===== src/rtl/seg7_adder_scan.sv =====
// Registered adder (2-edge latency) whose result is shown on a multiplexed
// hex 7-segment display, with leading-zero blanking and selectable polarity.
module seg7_adder_scan #(
  parameter int WIDTH      = 8,
  parameter int DIGITS     = 4,
  parameter int SCAN_DIV   = 16,
  parameter int ACTIVE_LOW = 1
) (
  input  logic              clk,
  input  logic              rst_n,
  input  logic              load,
  input  logic [WIDTH-1:0]  A,
  input  logic [WIDTH-1:0]  B,
  input  logic              cin,
  input  logic              mode,
  output logic [6:0]        seg,
  output logic [DIGITS-1:0] an,
  output logic              Overflow,
  output logic              valid
);

  localparam int DISP_W = 4 * DIGITS;
  localparam int CNT_W  = $clog2(SCAN_DIV);
  localparam int IDX_W  = $clog2(DIGITS);

  logic [WIDTH-1:0]  a_q, b_q;
  logic              cin_q, mode_q, pend_q;
  logic [DISP_W-1:0] disp_q, disp_d;
  logic              ovf_q, ovf_d;
  logic              valid_q;
  logic [CNT_W-1:0]  cnt_q, cnt_d;
  logic [IDX_W-1:0]  digit_q, digit_d;
  logic [WIDTH:0]    sum_d;
  logic [DISP_W-1:0] shifted;
  logic [6:0]        seg_raw;
  logic [DIGITS-1:0] an_raw;

  function automatic logic [6:0] hex7(input logic [3:0] n);
    case (n)
      4'h0:    hex7 = 7'h3F;
      4'h1:    hex7 = 7'h06;
      4'h2:    hex7 = 7'h5B;
      4'h3:    hex7 = 7'h4F;
      4'h4:    hex7 = 7'h66;
      4'h5:    hex7 = 7'h6D;
      4'h6:    hex7 = 7'h7D;
      4'h7:    hex7 = 7'h07;
      4'h8:    hex7 = 7'h7F;
      4'h9:    hex7 = 7'h6F;
      4'hA:    hex7 = 7'h77;
      4'hB:    hex7 = 7'h7C;
      4'hC:    hex7 = 7'h39;
      4'hD:    hex7 = 7'h5E;
      4'hE:    hex7 = 7'h79;
      default: hex7 = 7'h71;
    endcase
  endfunction

  // Signed mode shows only the WIDTH-bit sum; unsigned mode keeps the carry nibble.
  always_comb begin
    sum_d = {1'b0, a_q} + {1'b0, b_q} + {{WIDTH{1'b0}}, cin_q};
    if (mode_q) begin
      disp_d = DISP_W'(sum_d[WIDTH-1:0]);
      ovf_d  = (a_q[WIDTH-1] == b_q[WIDTH-1]) && (sum_d[WIDTH-1] != a_q[WIDTH-1]);
    end else begin
      disp_d = DISP_W'(sum_d);
      ovf_d  = sum_d[WIDTH];
    end
  end

  // NOTE: every signal written in a combinational block gets a default first so no latch is inferred.
  always_comb begin
    cnt_d   = cnt_q + CNT_W'(1);
    digit_d = digit_q;
    if (cnt_q == CNT_W'(SCAN_DIV - 1)) begin
      cnt_d   = '0;
      digit_d = (digit_q == IDX_W'(DIGITS - 1)) ? '0 : digit_q + IDX_W'(1);
    end
  end

  // Decoding straight from digit_q keeps an and seg switching on the same edge.
  always_comb begin
    shifted = disp_q >> {digit_q, 2'b00};
    seg_raw = hex7(shifted[3:0]);
    if (!valid_q || ((digit_q != '0) && (shifted == '0))) begin
      seg_raw = '0;
    end
    an_raw = DIGITS'(1) << digit_q;
  end

  // NOTE: sequential state uses non-blocking assignments so every register samples pre-edge values.
  always_ff @(posedge clk) begin
    if (!rst_n) begin
      a_q     <= '0;
      b_q     <= '0;
      cin_q   <= 1'b0;
      mode_q  <= 1'b0;
      pend_q  <= 1'b0;
      disp_q  <= '0;
      ovf_q   <= 1'b0;
      valid_q <= 1'b0;
      cnt_q   <= '0;
      digit_q <= '0;
    end else begin
      if (load) begin
        a_q    <= A;
        b_q    <= B;
        cin_q  <= cin;
        mode_q <= mode;
      end
      pend_q <= load;
      if (pend_q) begin
        disp_q  <= disp_d;
        ovf_q   <= ovf_d;
        valid_q <= 1'b1;
      end
      cnt_q   <= cnt_d;
      digit_q <= digit_d;
    end
  end

  assign seg      = (ACTIVE_LOW != 0) ? ~seg_raw : seg_raw;
  assign an       = (ACTIVE_LOW != 0) ? ~an_raw  : an_raw;
  assign Overflow = ovf_q;
  assign valid    = valid_q;

endmodule


===== config.mk =====
export PLATFORM = sky130hd
export DESIGN_NAME = seg7_adder_scan
export DESIGN_NICKNAME = d
export VERILOG_FILES = /design/src/rtl/seg7_adder_scan.sv
export SDC_FILE = /design/constraint.sdc
export NUM_CORES = 1
export LEC_CHECK = 0
export BUFFER_PORTS_ARGS = -buffer_cell sky130_fd_sc_hd__buf_2
export CORE_MARGIN = 2
export CORE_UTILIZATION = 56
export DETAILED_ROUTE_END_ITERATION = 8
export PLACE_DENSITY_LB_ADDON = 0.05
export SETUP_SLACK_MARGIN = 0.2
export SYNTH_ARGS = -nofsm -noshare
export SYNTH_HDL_FRONTEND = slang
export SYNTH_SLANG_ARGS = --single-unit

===== constraint.sdc =====
create_clock -name clk -period 2.5 [get_ports clk]
set_input_delay 0.25 -clock clk [delete_from_list [all_inputs] [get_ports clk]]
set_output_delay 0.25 -clock clk [all_outputs]
set_load 0.02 [all_outputs]

; ---- Word level (Yosys, flattened, before mapping)
; Memory sizes are Yosys's and may differ from the RTL's.
; Cells that the tools add are included.
[classes]
multipliers = 0
eq_ne = 4
reduce_logical = 7
shift = 2
n_mux = 4
add_sub_neg = 4
bitwise = 3
n_lt_le_gt_ge = 0
div_mod_pow = 0
[ops]
columns = operator, count
row1 = 16-bit zero test, 1
row2 = 16-bit by 4-bit >> shifter with 16-bit output, 1
row3 = 8-bit by 8-bit adder with 9-bit output, 1
row4 = 9-bit by 1-bit adder with 9-bit output, 1
row5 = 9-bit 2-to-1 mux, 1
row6 = 7-bit 2-to-1 mux, 1
row7 = 7-bit NOT, 1
row8 = "4-bit by 1-bit adder with 4-bit output, second input constant", 1
row9 = "4-bit == test, second input constant", 1
row10 = 4-bit NOT, 1
row11 = "1-bit by 2-bit left shift with 4-bit output, first input constant", 1
row12 = "2-bit by 1-bit adder with 2-bit output, second input constant", 1
row13 = "2-bit == test, second input constant", 1
row14 = 1-bit logical AND, 2
row15 = 2-bit 2-to-1 mux, 1
row16 = 2-bit nonzero test, 1
row17 = 2-bit OR reduction, 1
row18 = 1-bit == test, 1
row19 = 1-bit zero test, 1
row20 = 1-bit logical OR, 1
row21 = 1-bit 2-to-1 mux, 1
row22 = 1-bit != test, 1
row23 = 1-bit NOT, 1
[totals]
latch_bits = 0
romBits = 112
mem_bits_rw = 0
output_inout_bits = 13
memories = 1
register_bits = 43
in_bits = 21
[memory_table]
columns = memory, depth, width, read_ports, rd_clocked_by_memory_dff, wr, line_no
row1 = (name not given), 16, 7, 1, 0, 0, 39  ; case (n)

; ---- Longest topological paths before layout
; Gate-level depths: netlist of run 1.
[logic_depth]
ltp_word = 6
depth_mapped = 9
depth_no_buf = 9

; ---- Least setup slack after synthesis of run 1
; Ideal clock, no wire load.
[synth_path]
path_kind = flip-flop to output port
from = reg digit_q[0]
to = out seg[3]
t_arrival_ns = 2.000
path_slack_ns = 0.250
n_path_buf = 1
t_required_ns = 2.250
stages_incl_launch_ff = 8
cell_sequence = dfxtp_1 -> buf_6 -> mux2i_1 -> o22ai_1 -> inv_1 -> ha_1 -> mux4_2 -> nand2b_1
[synth_between]
elab_chain_len = 6
elab_cells_between_ends = 8
classes_between = shift (1) / mux (1) / bitwise (1) / reduce/logical (4) / memory (1)
[synth_rtl]
columns = element, line_no
row1 = from (decl), 32  ; logic [IDX_W-1:0] digit_q, digit_d;
row2 = from (signal assigned), 118  ; digit_q <= digit_d;
row3 = branches (longest 4 deep; another with memory 16 x 7 bit), --
row4 = 7-bit 2-to-1 mux (*), 85  ; if (!valid_q || ((digit_q != '0) && (shifted == '0))) begin
row5 = 7-bit NOT (*), 122  ; assign seg = (ACTIVE_LOW != 0) ? ~seg_raw : seg_raw;
row6 = to (decl), 16  ; output logic [6:0] seg,
; Mark *: on every way between the ends.

; ---- Worst setup path in the final report of run 1
; Same ends and word-level chain as after synthesis.

==> reports/qor.yml, run 1 <==
status: "completed"
ir_drop_v: 0.000504
io_buffers: 33
power_density_nw_per_um2: 508
grt_usage: 0.191
wirelength_mm: 3.71
synth_warnings: 0
p_int_mw: 0.940
arrival_ns: 2.10
vias: 1692
tightest_slew_ns: 0.570
dieWidth_um: 65.5
startpoint_type: "flop"
seq_area_frac_synth: 0.340
gp_congestion: 0.779
routed_via_density: 5.32
period_minus_slack_ns: 2.35
cts_tree: "done"
synth-seq-cells: 36
tns_ns: 0
seqPwrFrac: 0.491
die_area_um2: 4290
drc: 0
cts_buffers: 5
cp_slowest_cell: "mux4_2"
die_h_um: 65.5
ys.flop_type: "dfxtp_1"
hold_depth: 3
p_switching_mw: 0.331
area_growth_pct: 18.1
grt_max_degree: 41
stdcell_count: 318
clock_latency_ns: 0.28
final_antenna_net_count: 0
hold_viol_final: 0
final_cell_mix: "dfxtp_1 (34), buf_2 (31), mux2i_1 (25)"
rsz0062_at_grt: "yes"
synth_nets: 273
layout.nets: 309
drt_iter0_drc: 39
fin_skew_ns: 0.00418
hpwl_mm: 2.66
cp_common_cell: "buf_4"
crit_required_ns: 2.25
min_path_type: "primary input to flop"
clockPowerShare: 0.326
crit_chain: "mux2i_2 -> o22ai_2 -> buf_4 -> ha_4 -> mux4_2 -> nand2b_1 -> buf_4"
synth-edff-count: 0
grt_pass1_vias: 1515
ios: 34
htree_levels: 2
dp_cells: 308
p_leak_nw: 1.10
floorplan.initialDensity: 0.579
synth.avg_cell_area_um2: 9.09
slew_violations: 0
wl_per_cell_um: 11.7
antenna_found_initial: 0
syn_area_um2: 2120
ys_types: 48
clk_path_buf_depth: 2
drive_gt1_frac: 0.226
core-area_um2: 3660
cts.clk_slew.worst_paths_ns: 0.07
rows: 22
yosysTopAreaCellShare: 0.340
first_pass_iters: 4
combPwrFrac: 0.183
overflow: 0
synth_top_area_cell: "dfxtp_1"
total_power_mw: 1.27
worstSetupPathType: "flop to primary output"
fin_crit_sh: 0.940
max_stage_delay_ns: 0.45
root_buffer: "clkbuf_8"
ys_top_cells_by_area: "dfxtp_1 (34%), mux2i_1 (12%), ha_1 (10%)"
syn-instance-count: 233
clock-sinks: 36
async_reset_ff_frac: 0
reg2reg_depth: 9
grt_first_pass_wirelength_mm: 6.44
setup_viol: 0
holdBufCountCts: 0
utilization: 0.683
drv_cap: 0
relSlewSlack: 0.620
worstSetupEndpointType: "primary output"
p_sw_frac: 0.261
layout_commonest_cell: "dfxtp_1"
critPathMaxFanout: 5
fmax_mhz: 426
n_antenna_cell: 0
## worst paths after layout
path                   start        end  slack [ns]
setup reg to reg      a_q[0]  disp_q[6]        0.34
hold / removal          A[5]     a_q[5]        0.22
setup / recovery  digit_q[0]     seg[3]        0.15
hold reg to reg     cnt_q[0]   cnt_q[0]        0.47
## metrics by stage
| step | instance area, µm² | setup slack, ns | hold slack [ns] |
|---|---|---|---|
| 2_1_floorplan | 2120 | 0.250 | 0.419 |
| 3_3_place_gp | 2320 | 0.325 | 0.443 |
| 3_5_place_dp | 2320 | 0.304 | 0.456 |
| 4_1_cts | 2420 | 0.0844 | 0.213 |
| 5_1_grt | 2500 | 0.0554 | 0.219 |
| 6_report | 2500 | 0.151 | 0.220 |
## repair_timing
| action | 4_1_cts | 5_1_grt |
|---|---|---|
| pin swaps | 0 | 2 |
| cloned | 0 | 0 |
| buffers inserted | 0 | 2 |
| gates resized for setup | 2 | 16 |
| setup endpoints to repair | 3 | 7 |
## power groups by stage
stage / registers (mW) / clock network [mW] / logic, mW
2_1_floorplan: 0.635 / 0 / 0.164
3_3_place_gp: 0.638 / 0 / 0.217
3_5_place_dp: 0.639 / 0 / 0.218
4_1_cts: 0.626 / 0.427 / 0.220
5_1_grt: 0.628 / 0.454 / 0.263
6_report: 0.624 / 0.414 / 0.233
## cells in the mapped netlist (2+ instances only)
| cell type | count |
|---|---|
| a21o_1 | 2 |
| inv_1 | 14 |
| buf_2 | 4 |
| xnor2_1 | 2 |
| nor2b_1 | 23 |
| a211oi_1 | 2 |
| o21a_1 | 4 |
| o22ai_1 | 2 |
| and3_1 | 2 |
| o211a_1 | 2 |
| and2_1 | 5 |
| nor2_1 | 12 |
| o21ai_0 | 10 |
| nor3b_1 | 2 |
| nand2_1 | 14 |
| fa_1 | 2 |
| mux2i_1 | 26 |
| clkbuf_1 | 5 |
| ha_1 | 17 |
| o211ai_1 | 6 |
| a21oi_1 | 8 |
| nand3_1 | 8 |
| dfxtp_1 | 36 |
## registers in the layout (all words and copies together), names as in the netlist
register	cells
Overflow	1
a_q	8
b_q	8
cin_q	1
cnt_q	4
digit_q	2
disp_q	9
mode_q	1
pend_q	1
valid	1
## layout make-up
type                    count  area [µm²]
multi-input cells         171        1340
fillers                   310        1160
flip-flops and latches     36         728
repair buffers             40         223
clock buffers               8        90.1
well taps                  48        60.1
inverters                  15        56.3
## kinds of logic (layout without fill, tap and decap cells)
| group | after synthesis | in the layout | share of synthesized area |
|---|---|---|---|
| AO/OA/AOI/OAI | 48 | 48 | 0.155 |
| XOR/XNOR | 3 | 3 | 0.0124 |
| adder cells (fa/ha/maj) | 19 | 19 | 0.119 |
| buffers and inverters | 26 | 63 | 0.0538 |
| flip-flops | 36 | 36 | 0.340 |
| multiplexers | 27 | 27 | 0.133 |
| AND/OR/NAND/NOR | 74 | 74 | 0.186 |
## worst max-delay path: cells and delay by family (launching register included)
kind	cells	cell delay (ns)
mux	2	0.67
flops	1	0.36
buf+inv	2	0.33
fa+ha+maj	1	0.17
simple gates	1	0.15
compound gates	1	0.13
## routing by layer
layer / GRT usage / up-vias / part of all wire
met1: 0.235 / 754 / 0.49
met2: 0.316 / 39 / 0.45
met4: 0.0625 / 0 / 0.013
li1: - / 892 / -
met5: 0 / - / 0
met3: 0.0616 / 7 / 0.049
(Power assumes the default switching activity.)
==> inputs of run 2 (changes only) <==
Settings changed: CORE_UTILIZATION 56 to 57.
Clock period 2.5 ns to 2.8 ns, I/O delays scaled along.
==> reports/qor.yml, run 2 (synthesis gave the netlist of run 1 again) <==
worstSetupEndpointType: "primary output"
critPathMaxFanout: 10
use_met2: 0.331
cts_tree: "done"
wl_per_cell_um: 11.5
ir_drop_v: 0.000351
critPathTopFamily: "multiplexers"
clock_latency_ns: 0.28
max_stage_delay_ns: 0.44
relSlewSlack: 0.553
grt_first_pass_wirelength_mm: 6.33
largestRegisters: "disp_q (9), a_q (8), b_q (8)"
htree_levels: 2
n_antenna_cell: 0
drv_cap: 0
crit_required_ns: 2.52
worstSetupPathType: "flop to primary output"
p_leak_nw: 1.08
vias: 1653
io_buffers: 33
rows: 22
min_path_type: "primary input to flop"
cts_buffers: 5
dieWidth_um: 65.0
finalWorstSetupSlack_ns: 0.321
layout.nets: 307
drive_gt1_frac: 0.208
overflow: 0
die_h_um: 65.0
gp_congestion: 0.753
timing.critical_path.buf_inv: 3
final_antenna_net_count: 0
layout_commonest_cell: "dfxtp_1"
rsz0062_at_grt: "no"
clock-sinks: 36
crit_chain: "buf_6 -> mux2i_1 -> nor2_2 -> inv_1 -> ha_2 -> mux4_2 -> nand2b_1 -> buf_2"
root_buffer: "clkbuf_8"
cp_slowest_cell: "mux4_2"
hpwl_mm: 2.68
first_pass_iters: 4
worstHoldStart: "A[3]"
grtUsageMet1: 0.233
cp-startpoint: "digit_q[0]"
clk_path_buf_depth: 2
floorplan.initialDensity: 0.587
routed_via_density: 5.28
cts.clk_slew.worst_paths_ns: 0.06
status: "completed"
fmax_mhz: 403
grt_max_degree: 41
largest_reg_flops: 9
final_area_um2: 2440
core-area_um2: 3610
grt_pass1_vias: 1459
fin_skew_ns: 0.00379
slew_violations: 0
fin_crit_sh: 0.885
grt_usage: 0.192
antenna_found_initial: 0
grt-busiest-layer: "met2"
holdBufCountCts: 0
period_minus_slack_ns: 2.48
drt_iter0_drc: 77
hold_viol_final: 0
area_growth_pct: 15.2
setup_viol: 0
regMostFlops: "disp_q"
r2r_start: "a_q[0]"
wirelength_mm: 3.60
pre_cts_slack_ns: 0.287
startpoint_type: "flop"
die_area_um2: 4220
use_met3: 0.0521
postPlaceCellArea_um2: 2300
arrival_ns: 2.20
power_density_nw_per_um2: 439
drc: 0
tns_ns: 0
tightest_slew_ns: 0.661
ios: 34
final_cell_mix: "dfxtp_1 (34), buf_2 (33), mux2i_1 (25)"
[run 2: cell types whose count changed in the layout (fill, tap and decap cells not counted), moves of 2 or more]
| cell | before | now |
|---|---|---|
| ha_1 | 13 | 16 |
| clkbuf_1 | 2 | 0 |
| ha_4 | 3 | 0 |
| buf_2 | 31 | 33 |
| buf_4 | 9 | 4 |
[run 2: path summary, 6_finish.rpt]
check / end / slack [ns] / depth (start not counted)
max: seg[3] / 0.32 / 8
min: a_q[3] / 0.25 / 3
max reg2reg: disp_q[6] / 0.69 / 9
min reg2reg: cnt_q[0] / 0.47 / 1
[run 2: worst reg2reg max path, stage by stage, from the launching register on]
cell and delay [ns]:
dfxtp_1 0.31, inv_1 0.07, fa_1 0.20, inv_1 0.06
fa_1 0.42, a211oi_2 0.22, nor2_1 0.09, o31a_1 0.28
a211oi_1 0.27, o21a_1 0.14
[run 2: through the flow]
stage | util | hold WS [ns] | std cells | power (mW)
global placement | 0.638 | 0.443 | 305 | 0.760
finish | 0.677 | 0.254 | 313 | 1.07
CTS | 0.662 | 0.248 | 310 | 1.08
detailed placement | 0.638 | 0.453 | 305 | 0.761
floorplan | - | 0.430 | 233 | 0.714
global route | 0.677 | 0.255 | 313 | 1.14
[run 2: where the power goes]
part / switching, mW / internal, mW / leakage, nW
logic: 0.105 / 0.0955 / 0.745
registers: 0.0192 / 0.539 / 0.297
clock network: 0.153 / 0.160 / 0.0359
[run 2: repair_timing]
item,CTS,global route
resized for setup,4,8
pin swaps,0,2
setup endpoints to repair,7,3
setup buffers,0,3
[run 2: cell type report]
class                      count  area [µm²]
multi-input combinational    171        1320
fill                         312        1160
sequential                    36         726
timing repair buffer          38         206
clock buffer                   5        68.8
tap                           48        60.1
inverter                      15        56.3
[run 2: metal layers]
metal  vias to the layer above  routed length, µm
met1                       740               1740
met5                         -                  0
met2                        27               1690
met3                         5                138
met4                         0                 34
li1                        881                  -
==> inputs of run 3 (changes only) <==
Settings changed: ABC_AREA set to 1, SETUP_SLACK_MARGIN 0.2 to not set.
==> reports/qor.yml, run 3 <==
status: "completed"
n_antenna_cell: 0
ios: 34
yosysTopAreaCellShare: 0.347
power_density_nw_per_um2: 487
cp_common_cell: "inv_1"
synth.avg_cell_area_um2: 7.12
drt_iter0_drc: 110
yosys.cell_count.top_type: "nand2_1"
wirelength_mm: 3.93
total_power_mw: 1.15
wl_per_cell_um: 10.6
clk_path_buf_depth: 2
fin_skew_ns: 0.00408
rows: 21
postPlaceCellArea_um2: 2270
drive_gt1_frac: 0.153
cp_slowest_cell: "dfxtp_1"
synth_warnings: 0
ys_top_cells_by_area: "dfxtp_1 (35%), ha_1 (10%), nand2_1 (8.7%)"
routed_via_density: 4.91
die_area_um2: 4150
grt_pass1_vias: 1735
tightest_slew_ns: 0.649
grt_first_pass_wirelength_mm: 7.13
overflow: 0
dp_cells: 364
startpoint_type: "flop"
ir_drop_v: 0.000390
core-area_um2: 3420
stdcell_count: 372
max_stage_delay_ns: 0.52
synth_top_area_cell: "dfxtp_1"
root_buffer: "clkbuf_4"
dieWidth_um: 64.4
vias: 1828
area_growth_pct: 13.5
cts_tree: "done"
floorplan.initialDensity: 0.609
ys.flop_type: "dfxtp_1"
critPathTopFamily: "buffers and inverters"
antenna_found_initial: 0
synth_nets: 332
crit_required_ns: 2.52
ys_types: 28
regMostFlops: "disp_q"
ff2ff_setup_slack_ns: 0.98
timing.critical_path.buf_inv: 4
setup_viol: 0
grt_max_degree: 27
slew_violations: 0
fillers: 307
arrival_ns: 2.24
io_buffers: 33
synth-edff-count: 0
fmax_mhz: 397
hpwl_mm: 2.92
critPathMaxFanout: 9
clock_latency_ns: 0.32
die_h_um: 64.4
layout_commonest_cell: "nand2_1"
async_reset_ff_frac: 0
cts_buffers: 5
gp_congestion: 0.913
largest_reg_flops: 9
worstSetupPathType: "flop to primary output"
syn-instance-count: 292
tns_ns: 0
synth-seq-cells: 36
seq_area_frac_synth: 0.347
grt_usage: 0.213
synth_commonest_cells: "nand2_1 (48), inv_1 (44), nor2_1 (42)"
fin_crit_sh: 0.900
drc: 0
period_minus_slack_ns: 2.52
crit_chain: "inv_2 -> nand3_1 -> nand2_1 -> inv_1 -> ha_1 -> inv_1 -> nor2_1 -> a21oi_4 -> o211ai_1 -> buf_2"
hold_viol_final: 0
clock-sinks: 36
htree_levels: 2
layout.nets: 365
final_cell_mix: "nand2_1 (48), inv_1 (44), nor2_1 (42)"
syn_area_um2: 2080
p_leak_nw: 1.22
min_path_type: "primary input to flop"
first_pass_iters: 5
relSlewSlack: 0.567
final_area_um2: 2360
final_antenna_net_count: 0
rsz0062_at_grt: "no"
cts.clk_slew.worst_paths_ns: 0.11
worstSetupEndpointType: "primary output"
drv_cap: 0
largestRegisters: "disp_q (9), a_q (8), b_q (8)"
-- run 3: cell count changes in the layout (fill, tap and decap cells not counted), sizes merged, moves of 23 or more --
cell | previous run | this run
nand2 | 14 | 50
inv | 14 | 45
nor2 | 13 | 43
mux2i | 26 | 0
nor2b | 23 | 0
o21ai | 11 | 34
-- run 3: metal layers --
metal,part of all wire,routed length (µm),vias up,global-route usage
li1,-,-,999,-
met1,0.52,2050,807,0.278
met2,0.44,1740,20,0.355
met3,0.030,116,2,0.0475
met4,0.0064,25,0,0.0559
met5,0,0,-,0
-- run 3: worst paths after layout --
kind / startpoint / to / depth (start not counted)
setup / recovery: digit_q[0] / seg[4] / 10
hold / removal: A[3] / a_q[3] / 3
setup reg to reg: a_q[0] / Overflow / 12
hold reg to reg: cnt_q[0] / cnt_q[0] / 1
-- run 3: area by class of cell --
class                           count  area (µm²)  share of cell area
Clock buffer                        5        37.5              0.0159
Clock inverter                      3        42.5              0.0180
Timing Repair Buffer               33         165              0.0700
Multi-Input combinational cell    202        1150               0.486
Inverter                           47         189              0.0801
Sequential cell                    36         721               0.305
Tap cell                           46        57.6              0.0244
-- run 3: metrics by stage --
| stage | worst slack (ns) | hold WS [ns] | utilization |
|---|---|---|---|
| after floorplan | 0.897 | 0.415 | - |
| after global placement | 0.737 | 0.436 | 0.665 |
| after detailed placement | 0.651 | 0.442 | 0.665 |
| after CTS | 0.261 | 0.159 | 0.689 |
| after global routing | 0.0142 | 0.167 | 0.691 |
| final | 0.281 | 0.170 | 0.691 |
-- run 3: worst register-to-register path: stages (launching register included) --
cell	delay (ns)
dfxtp_1	0.32
inv_1	0.06
fa_1	0.42
inv_1	0.10
fa_1	0.24
nand3_1	0.08
nand2_1	0.12
nand3_1	0.08
nand3_1	0.08
nand2_1	0.08
nand3_1	0.09
nand2_1	0.05
inv_1	0.06
-- run 3: timing repair --
item                       4_1_cts  5_1_grt
hold endpoints to repair         0        0
setup endpoints to repair        0        4
gates resized for setup          0        1
hold buffers                     0        0
setup buffers                    0        0
-- run 3: cell families (layout without fill, tap and decap cells) --
logic type      after synthesis  count (layout)  share of synthesized area
compound gates               64              64                      0.175
flops                        36              36                      0.347
fa+ha+maj                    19              19                      0.122
simple gates                113             113                      0.226
xor+xnor                      6               6                     0.0253
buf+inv                      54              88                      0.105
-- run 3: report_power, final --
part           switching [mW]  internal, mW
combinational           0.143        0.0865
sequential             0.0173         0.545
clock                   0.171         0.186
